File: src/rtl/dispatch_ctrl_if.sv
// Handshake bundle between the decode/ROB side and the dispatch sequencing controller.
// The master side drives decode, commit and mispredict information; the slave is the controller.
interface dispatch_ctrl_if #(
  parameter int TAG_W    = 4,
  parameter int RS_CNT_W = 4
);
  logic                dec1Valid;
  logic                dec2Valid;
  logic [RS_CNT_W-1:0] rsFree;
  logic [1:0]          commitCount;
  logic                mispredict;
  logic [TAG_W-1:0]    mispredTag;

  logic                dispatchWrite;
  logic                flush;
  logic [TAG_W-1:0]    robDest1out;
  logic [TAG_W-1:0]    robDest2out;
  logic                decodeStall;
  logic [1:0]          dispatchCount;
  logic                robFull;
  logic [1:0]          state;

  modport master (
    output dec1Valid, dec2Valid, rsFree, commitCount, mispredict, mispredTag,
    input  dispatchWrite, flush, robDest1out, robDest2out, decodeStall,
           dispatchCount, robFull, state
  );

  modport slave (
    input  dec1Valid, dec2Valid, rsFree, commitCount, mispredict, mispredTag,
    output dispatchWrite, flush, robDest1out, robDest2out, decodeStall,
           dispatchCount, robFull, state
  );
endinterface

File: src/rtl/dispatch_ctrl.sv
// Sequencing controller for the 2-wide dispatch buffer: capture/hold/bubble decisions,
// ROB tag allocation and occupancy tracking, and mispredict rollback with a fixed flush.
module dispatch_ctrl #(
  parameter int ROB_DEPTH    = 16,
  parameter int TAG_W        = 4,
  parameter int RS_CNT_W     = 4,
  parameter int FLUSH_CYCLES = 2
) (
  input  logic            clk,
  input  logic            rst_n,
  dispatch_ctrl_if.slave  bus
);

  localparam int CNT_W = TAG_W + 1;
  localparam int FC_W  = (FLUSH_CYCLES > 2) ? $clog2(FLUSH_CYCLES) : 1;

  typedef enum logic [1:0] {
    RUN   = 2'd0,
    STALL = 2'd1,
    FLUSH = 2'd2
  } fsm_t;

  logic [TAG_W-1:0] head, tail;
  logic [CNT_W-1:0] count;
  fsm_t             fsm;
  logic [FC_W-1:0]  flush_cnt;

  logic [TAG_W-1:0] head_n, tail_n, rel_tag;
  logic [CNT_W-1:0] count_n, rob_free, commit_ext, disp_ext;
  fsm_t             fsm_n;
  logic [FC_W-1:0]  flush_cnt_n;
  logic [1:0]       need, disp_cnt;
  logic             ok, write_en, flush_en, stall_en;

  // Free space and RS capacity both come from registered/current values, so entries
  // freed by this cycle's commit only become usable on the next cycle.
  always_comb begin
    need     = {1'b0, bus.dec1Valid} + {1'b0, bus.dec1Valid & bus.dec2Valid};
    rob_free = CNT_W'(ROB_DEPTH) - count;
    ok       = (CNT_W'(need) <= rob_free) && ({30'd0, need} <= 32'(bus.rsFree));
  end

  always_comb begin
    write_en    = 1'b1;
    flush_en    = 1'b1;
    stall_en    = 1'b1;
    disp_cnt    = 2'd0;
    fsm_n       = fsm;
    flush_cnt_n = flush_cnt;

    if (bus.mispredict) begin
      fsm_n       = FLUSH;
      flush_cnt_n = FC_W'(FLUSH_CYCLES - 1);
    end else if (fsm == FLUSH) begin
      if (flush_cnt == '0) fsm_n = RUN;
      else                 flush_cnt_n = flush_cnt - FC_W'(1);
    end else if (need == 2'd0) begin
      stall_en = 1'b0;
      fsm_n    = RUN;
    end else if (ok) begin
      flush_en = 1'b0;
      stall_en = 1'b0;
      disp_cnt = need;
      fsm_n    = RUN;
    end else begin
      write_en = 1'b0;
      flush_en = 1'b0;
      fsm_n    = STALL;
    end
  end

  // Rollback keeps everything up to and including the mispredicted branch, measured from the old head.
  always_comb begin
    commit_ext = CNT_W'(bus.commitCount);
    disp_ext   = CNT_W'(disp_cnt);
    rel_tag    = bus.mispredTag - head;
    head_n     = head + TAG_W'(bus.commitCount);
    if (bus.mispredict) begin
      tail_n  = bus.mispredTag + TAG_W'(1);
      count_n = {1'b0, rel_tag} + CNT_W'(1) - commit_ext;
    end else begin
      tail_n  = tail + TAG_W'(disp_cnt);
      count_n = count + disp_ext - commit_ext;
    end
  end

  always_ff @(posedge clk) begin
    if (!rst_n) begin
      head      <= '0;
      tail      <= '0;
      count     <= '0;
      fsm       <= RUN;
      flush_cnt <= '0;
    end else begin
      head      <= head_n;
      tail      <= tail_n;
      count     <= count_n;
      fsm       <= fsm_n;
      flush_cnt <= flush_cnt_n;
    end
  end

  // While reset is held the buffer is continuously written with bubbles.
  always_comb begin
    if (!rst_n) begin
      bus.dispatchWrite = 1'b1;
      bus.flush         = 1'b1;
      bus.decodeStall   = 1'b1;
      bus.dispatchCount = 2'd0;
      bus.robDest1out   = '0;
      bus.robDest2out   = '0;
      bus.robFull       = 1'b0;
      bus.state         = 2'd0;
    end else begin
      bus.dispatchWrite = write_en;
      bus.flush         = flush_en;
      bus.decodeStall   = stall_en;
      bus.dispatchCount = disp_cnt;
      bus.robDest1out   = tail;
      bus.robDest2out   = tail + TAG_W'(1);
      bus.robFull       = (count == CNT_W'(ROB_DEPTH));
      bus.state         = fsm;
    end
  end

endmodule

File: src/flat_wrapper.sv
// flat-port wrapper written by rule: the top's interface ports become plain ports
module dispatch_ctrl_flat 
#(
  parameter int ROB_DEPTH    = 16,
  parameter int TAG_W        = 4,
  parameter int RS_CNT_W     = 4,
  parameter int FLUSH_CYCLES = 2
)
  (clk, rst_n, bus_dec1Valid, bus_dec2Valid, bus_rsFree, bus_commitCount, bus_mispredict, bus_mispredTag, bus_dispatchWrite, bus_flush, bus_robDest1out, bus_robDest2out, bus_decodeStall, bus_dispatchCount, bus_robFull, bus_state);
  dispatch_ctrl_if #(.TAG_W(TAG_W), .RS_CNT_W(RS_CNT_W)) bus_i ();
  input  logic clk;
  input  logic rst_n;
  input wire logic [$bits(bus_i.dec1Valid)-1:0] bus_dec1Valid;
  input wire logic [$bits(bus_i.dec2Valid)-1:0] bus_dec2Valid;
  input wire logic [$bits(bus_i.rsFree)-1:0] bus_rsFree;
  input wire logic [$bits(bus_i.commitCount)-1:0] bus_commitCount;
  input wire logic [$bits(bus_i.mispredict)-1:0] bus_mispredict;
  input wire logic [$bits(bus_i.mispredTag)-1:0] bus_mispredTag;
  output wire logic [$bits(bus_i.dispatchWrite)-1:0] bus_dispatchWrite;
  output wire logic [$bits(bus_i.flush)-1:0] bus_flush;
  output wire logic [$bits(bus_i.robDest1out)-1:0] bus_robDest1out;
  output wire logic [$bits(bus_i.robDest2out)-1:0] bus_robDest2out;
  output wire logic [$bits(bus_i.decodeStall)-1:0] bus_decodeStall;
  output wire logic [$bits(bus_i.dispatchCount)-1:0] bus_dispatchCount;
  output wire logic [$bits(bus_i.robFull)-1:0] bus_robFull;
  output wire logic [$bits(bus_i.state)-1:0] bus_state;
  assign bus_i.dec1Valid = bus_dec1Valid;
  assign bus_i.dec2Valid = bus_dec2Valid;
  assign bus_i.rsFree = bus_rsFree;
  assign bus_i.commitCount = bus_commitCount;
  assign bus_i.mispredict = bus_mispredict;
  assign bus_i.mispredTag = bus_mispredTag;
  assign bus_dispatchWrite = bus_i.dispatchWrite;
  assign bus_flush = bus_i.flush;
  assign bus_robDest1out = bus_i.robDest1out;
  assign bus_robDest2out = bus_i.robDest2out;
  assign bus_decodeStall = bus_i.decodeStall;
  assign bus_dispatchCount = bus_i.dispatchCount;
  assign bus_robFull = bus_i.robFull;
  assign bus_state = bus_i.state;
  dispatch_ctrl #(.ROB_DEPTH(ROB_DEPTH), .TAG_W(TAG_W), .RS_CNT_W(RS_CNT_W), .FLUSH_CYCLES(FLUSH_CYCLES)) u_core (.clk(clk), .rst_n(rst_n), .bus(bus_i));
endmodule
File: config.mk
export PLATFORM = sky130hd
export DESIGN_NAME = dispatch_ctrl_flat
export DESIGN_NICKNAME = d
export VERILOG_FILES = /design/src/rtl/dispatch_ctrl_if.sv /design/src/rtl/dispatch_ctrl.sv /design/src/flat_wrapper.sv
export SDC_FILE = /design/constraint.sdc
export NUM_CORES = 1
export LEC_CHECK = 0
export BUFFER_PORTS_ARGS = -buffer_cell sky130_fd_sc_hd__clkbuf_2
export CAP_MARGIN = 5
export CORE_MARGIN = 5
export CORE_UTILIZATION = 50
export DETAILED_ROUTE_END_ITERATION = 16
export PLACE_DENSITY_LB_ADDON = 0.2
export SLEW_MARGIN = 40
export SYNTH_ARGS = -nofsm -noshare
export SYNTH_HDL_FRONTEND = slang
export SYNTH_SLANG_ARGS = --single-unit
export TNS_END_PERCENT = 10
File: constraint.sdc
create_clock -name clk -period 5.1 [get_ports clk]
set_input_delay 0.765 -clock clk [delete_from_list [all_inputs] [get_ports clk]]
set_output_delay 0.765 -clock clk [all_outputs]
set_load 0.05 [all_outputs]
==> flow_summary.ini <==
[route]
top_layer_used = met4
wl_met2_um = 1560
vias_per_cell = 5.18
ant_nets = 0
dr.pass1.iters = 4
drt_iter0_drc = 57
wl_per_cell_um = 13.1
vias = 1268
routed_wl_um = 3210
wl_met3_um = 130
drc = 0
wl_met1_um = 1480

[final_layout]
fillers = 302
layout.nets = 260
regArea_um2 = 320
area_growth_pct = 13.8
fin_util_pct = 58.3
antenna_cells = 0
layout-drive-gt1-share_pct = 17.0
multiInputGateArea_um2 = 1100

[run]
max-cap-violations = 0

[yosys]
yosysWarnings = 0
yosys.area.top_type_share_pct = 22.0
async_reset_ff_share_pct = 0
synth_edf_count = 0
synth_cell_types = 36
yosys.area.top_type = ha_1
ys_top_cells_by_area = ha_1, dfxtp_1, fa_1
syn_area_um2 = 1540
avgSynthCellArea_um2 = 8.44
syn_nets = 229
ys_seq_elements = 16
synth_flop_cell = dfxtp_1
yosysMostFrequentCell = ha_1
netlist_top_cells_count = ha_1, inv_1, nor2_1
seq_area_frac_synth_pct = 20.8
syn_inst = 182

[cts]
htreeDepth = 1
cts_resized = 0
cts_tree = done
cts-root-buf = clkbuf_4
postCtsSetupBuffers = 0
clock_latency_ns = 0.30
cts_buffer_depth = 2
cts_hold_buf = 0
clock_sinks = 16
cts_made_buffers = 3
clk_pin_slew_ns = 0.11

[die]
start_util_pct = 51.2
rows = 20
die_x_um = 65.4
die_y_um = 65.4
dieArea_um2 = 4280
io_pins = 31
design.core.area_um2 = 3000

[power_and_ir_drop]
p_clk_share_pct = 15.8
p_int_w = 0.000322
power.density_nw_per_um2 = 316
swShare_pct = 41.7
p_sw_w = 0.000231
leakagePower_nw = 0.903
ir_drop_v = 0.000138
pwr-share-comb_pct = 54.5
p_seq_share_pct = 29.7

[setup_path]
critPathRequiredTime_ns = 5.28
worstRegToRegCells = 15
reg2reg_from = u_core.count[0]
endpoint_kind = register
worstPathMaxFanout = 5
crit_type = register to register
startpoint_type = register
critPathLaunch = u_core.count[0]
crit_arrival_ns = 3.86

[sta]
timing.fmax_mhz = 272
relSlewSlack_pct = 67.6
timing.final.crit_share_pct = 72.0
rsz0062_at_grt = false
hold_viol_final = 0
whs_ns = 0.488
drv_slew = 0
finalSetupViolCount = 0
min_period_ns = 3.67
tightest_slew_ns = 0.483
finalSetupTns_ns = 0
clock_skew_ns = 0.00936

[global_route]
grt_max_degree = 22
grt_pass1_vias = 1340
grt_usage_pct = 17.1
grt_overflow = 0
antenna_found_initial = 0
grt_pass1_wl_um = 5710

[hold_path]
hold_depth = 2
hold_path_class = register to register
worstHoldStart = u_core.flush_cnt

[placement]
port-buffer-count = 30
place.gp.congestion = 0.779
dpl.hpwl_um = 2680

[run_status]
status = completed
routing by layer:
layer  vias to the layer above  track usage [%]
met4                         0             3.37
met2                        24             30.8
met5                         -                0
li1                        660                -
met1                       580             20.2
met3                         4             4.62
worst paths after layout:
check	endpoint	slack (ns)
worst max-delay path	u_core.count[4]	1.43
worst min-delay path	u_core.fsm[1]	0.49
worst max register to register	u_core.count[4]	1.43
worst min register to register	u_core.fsm[1]	0.49
cell type report:
type | count | area share [%]
Sequential cell | 16 | 18.3
Clock buffer | 4 | 2.07
Inverter | 26 | 5.58
Tap cell | 33 | 2.36
Timing Repair Buffer | 30 | 8.58
Multi-Input combinational cell | 136 | 63.1
state kept, by name, summed over array words and instances, names as in the netlist:
name / count
u_core.tail: 4
u_core.head: 4
u_core.fsm: 2
u_core.flush_cnt: 1
u_core.count: 5
layout by cell type (no fill, tap or decap), types with 3 or more instances in the layout:
cell type	Yosys	routed
clkbuf_2	0	30
ha_1	27	27
inv_1	25	25
nor2_1	22	22
dfxtp_1	16	16
and2_1	10	10
a21oi_1	9	9
xor2_1	8	8
xnor2_1	8	8
nor2b_1	6	6
nand2_1	6	6
a21o_1	5	5
fa_1	5	5
nand3_1	3	3
clkbuf_4	0	3
power by group through the flow:
| stage | clock, W | sequential (W) | combinational [W] |
|---|---|---|---|
| floorplan | 0 | 0.000161 | 0.000239 |
| global placement | 0 | 0.000166 | 0.000290 |
| detailed placement | 0 | 0.000167 | 0.000304 |
| CTS | 0.0000915 | 0.000164 | 0.000306 |
| global route | 0.0000989 | 0.000168 | 0.000349 |
| finish | 0.0000872 | 0.000164 | 0.000302 |
cells by family after synthesis:
kind of cell	after synthesis	synth area share [%]
multiplexers	2	1.30
adder cells (fa/ha/maj)	32	28.5
AND/OR/NAND/NOR	58	19.8
AO/OA/AOI/OAI	28	13.1
buffers and inverters	30	7.33
XOR/XNOR	16	9.12
flip-flops	16	20.8
worst max-delay path: stages (launching register included):
cell and delay (ns):
dfxtp_1 0.39, inv_1 0.10, ha_1 0.23, and2_1 0.17, ha_1 0.29, a21oi_1 0.12, o221ai_1 0.16, o211ai_1 0.46
xnor2_1 0.13, ha_1 0.32, inv_1 0.06, fa_1 0.44, nand2b_1 0.15, a21oi_1 0.15, xnor2_1 0.09, o311ai_0 0.30
stage by stage:
stage | power (W) | setup slack, ns | cell area, um2 | cells
global route | 0.000615 | 1.05 | 1750 | 245
CTS | 0.000562 | 1.41 | 1750 | 245
finish | 0.000553 | 1.43 | 1750 | 245
detailed placement | 0.000471 | 1.20 | 1710 | 241
global placement | 0.000455 | 1.37 | 1710 | 241
floorplan | 0.000401 | 1.54 | 1540 | 182
Power figures use the tool's default switching activity.
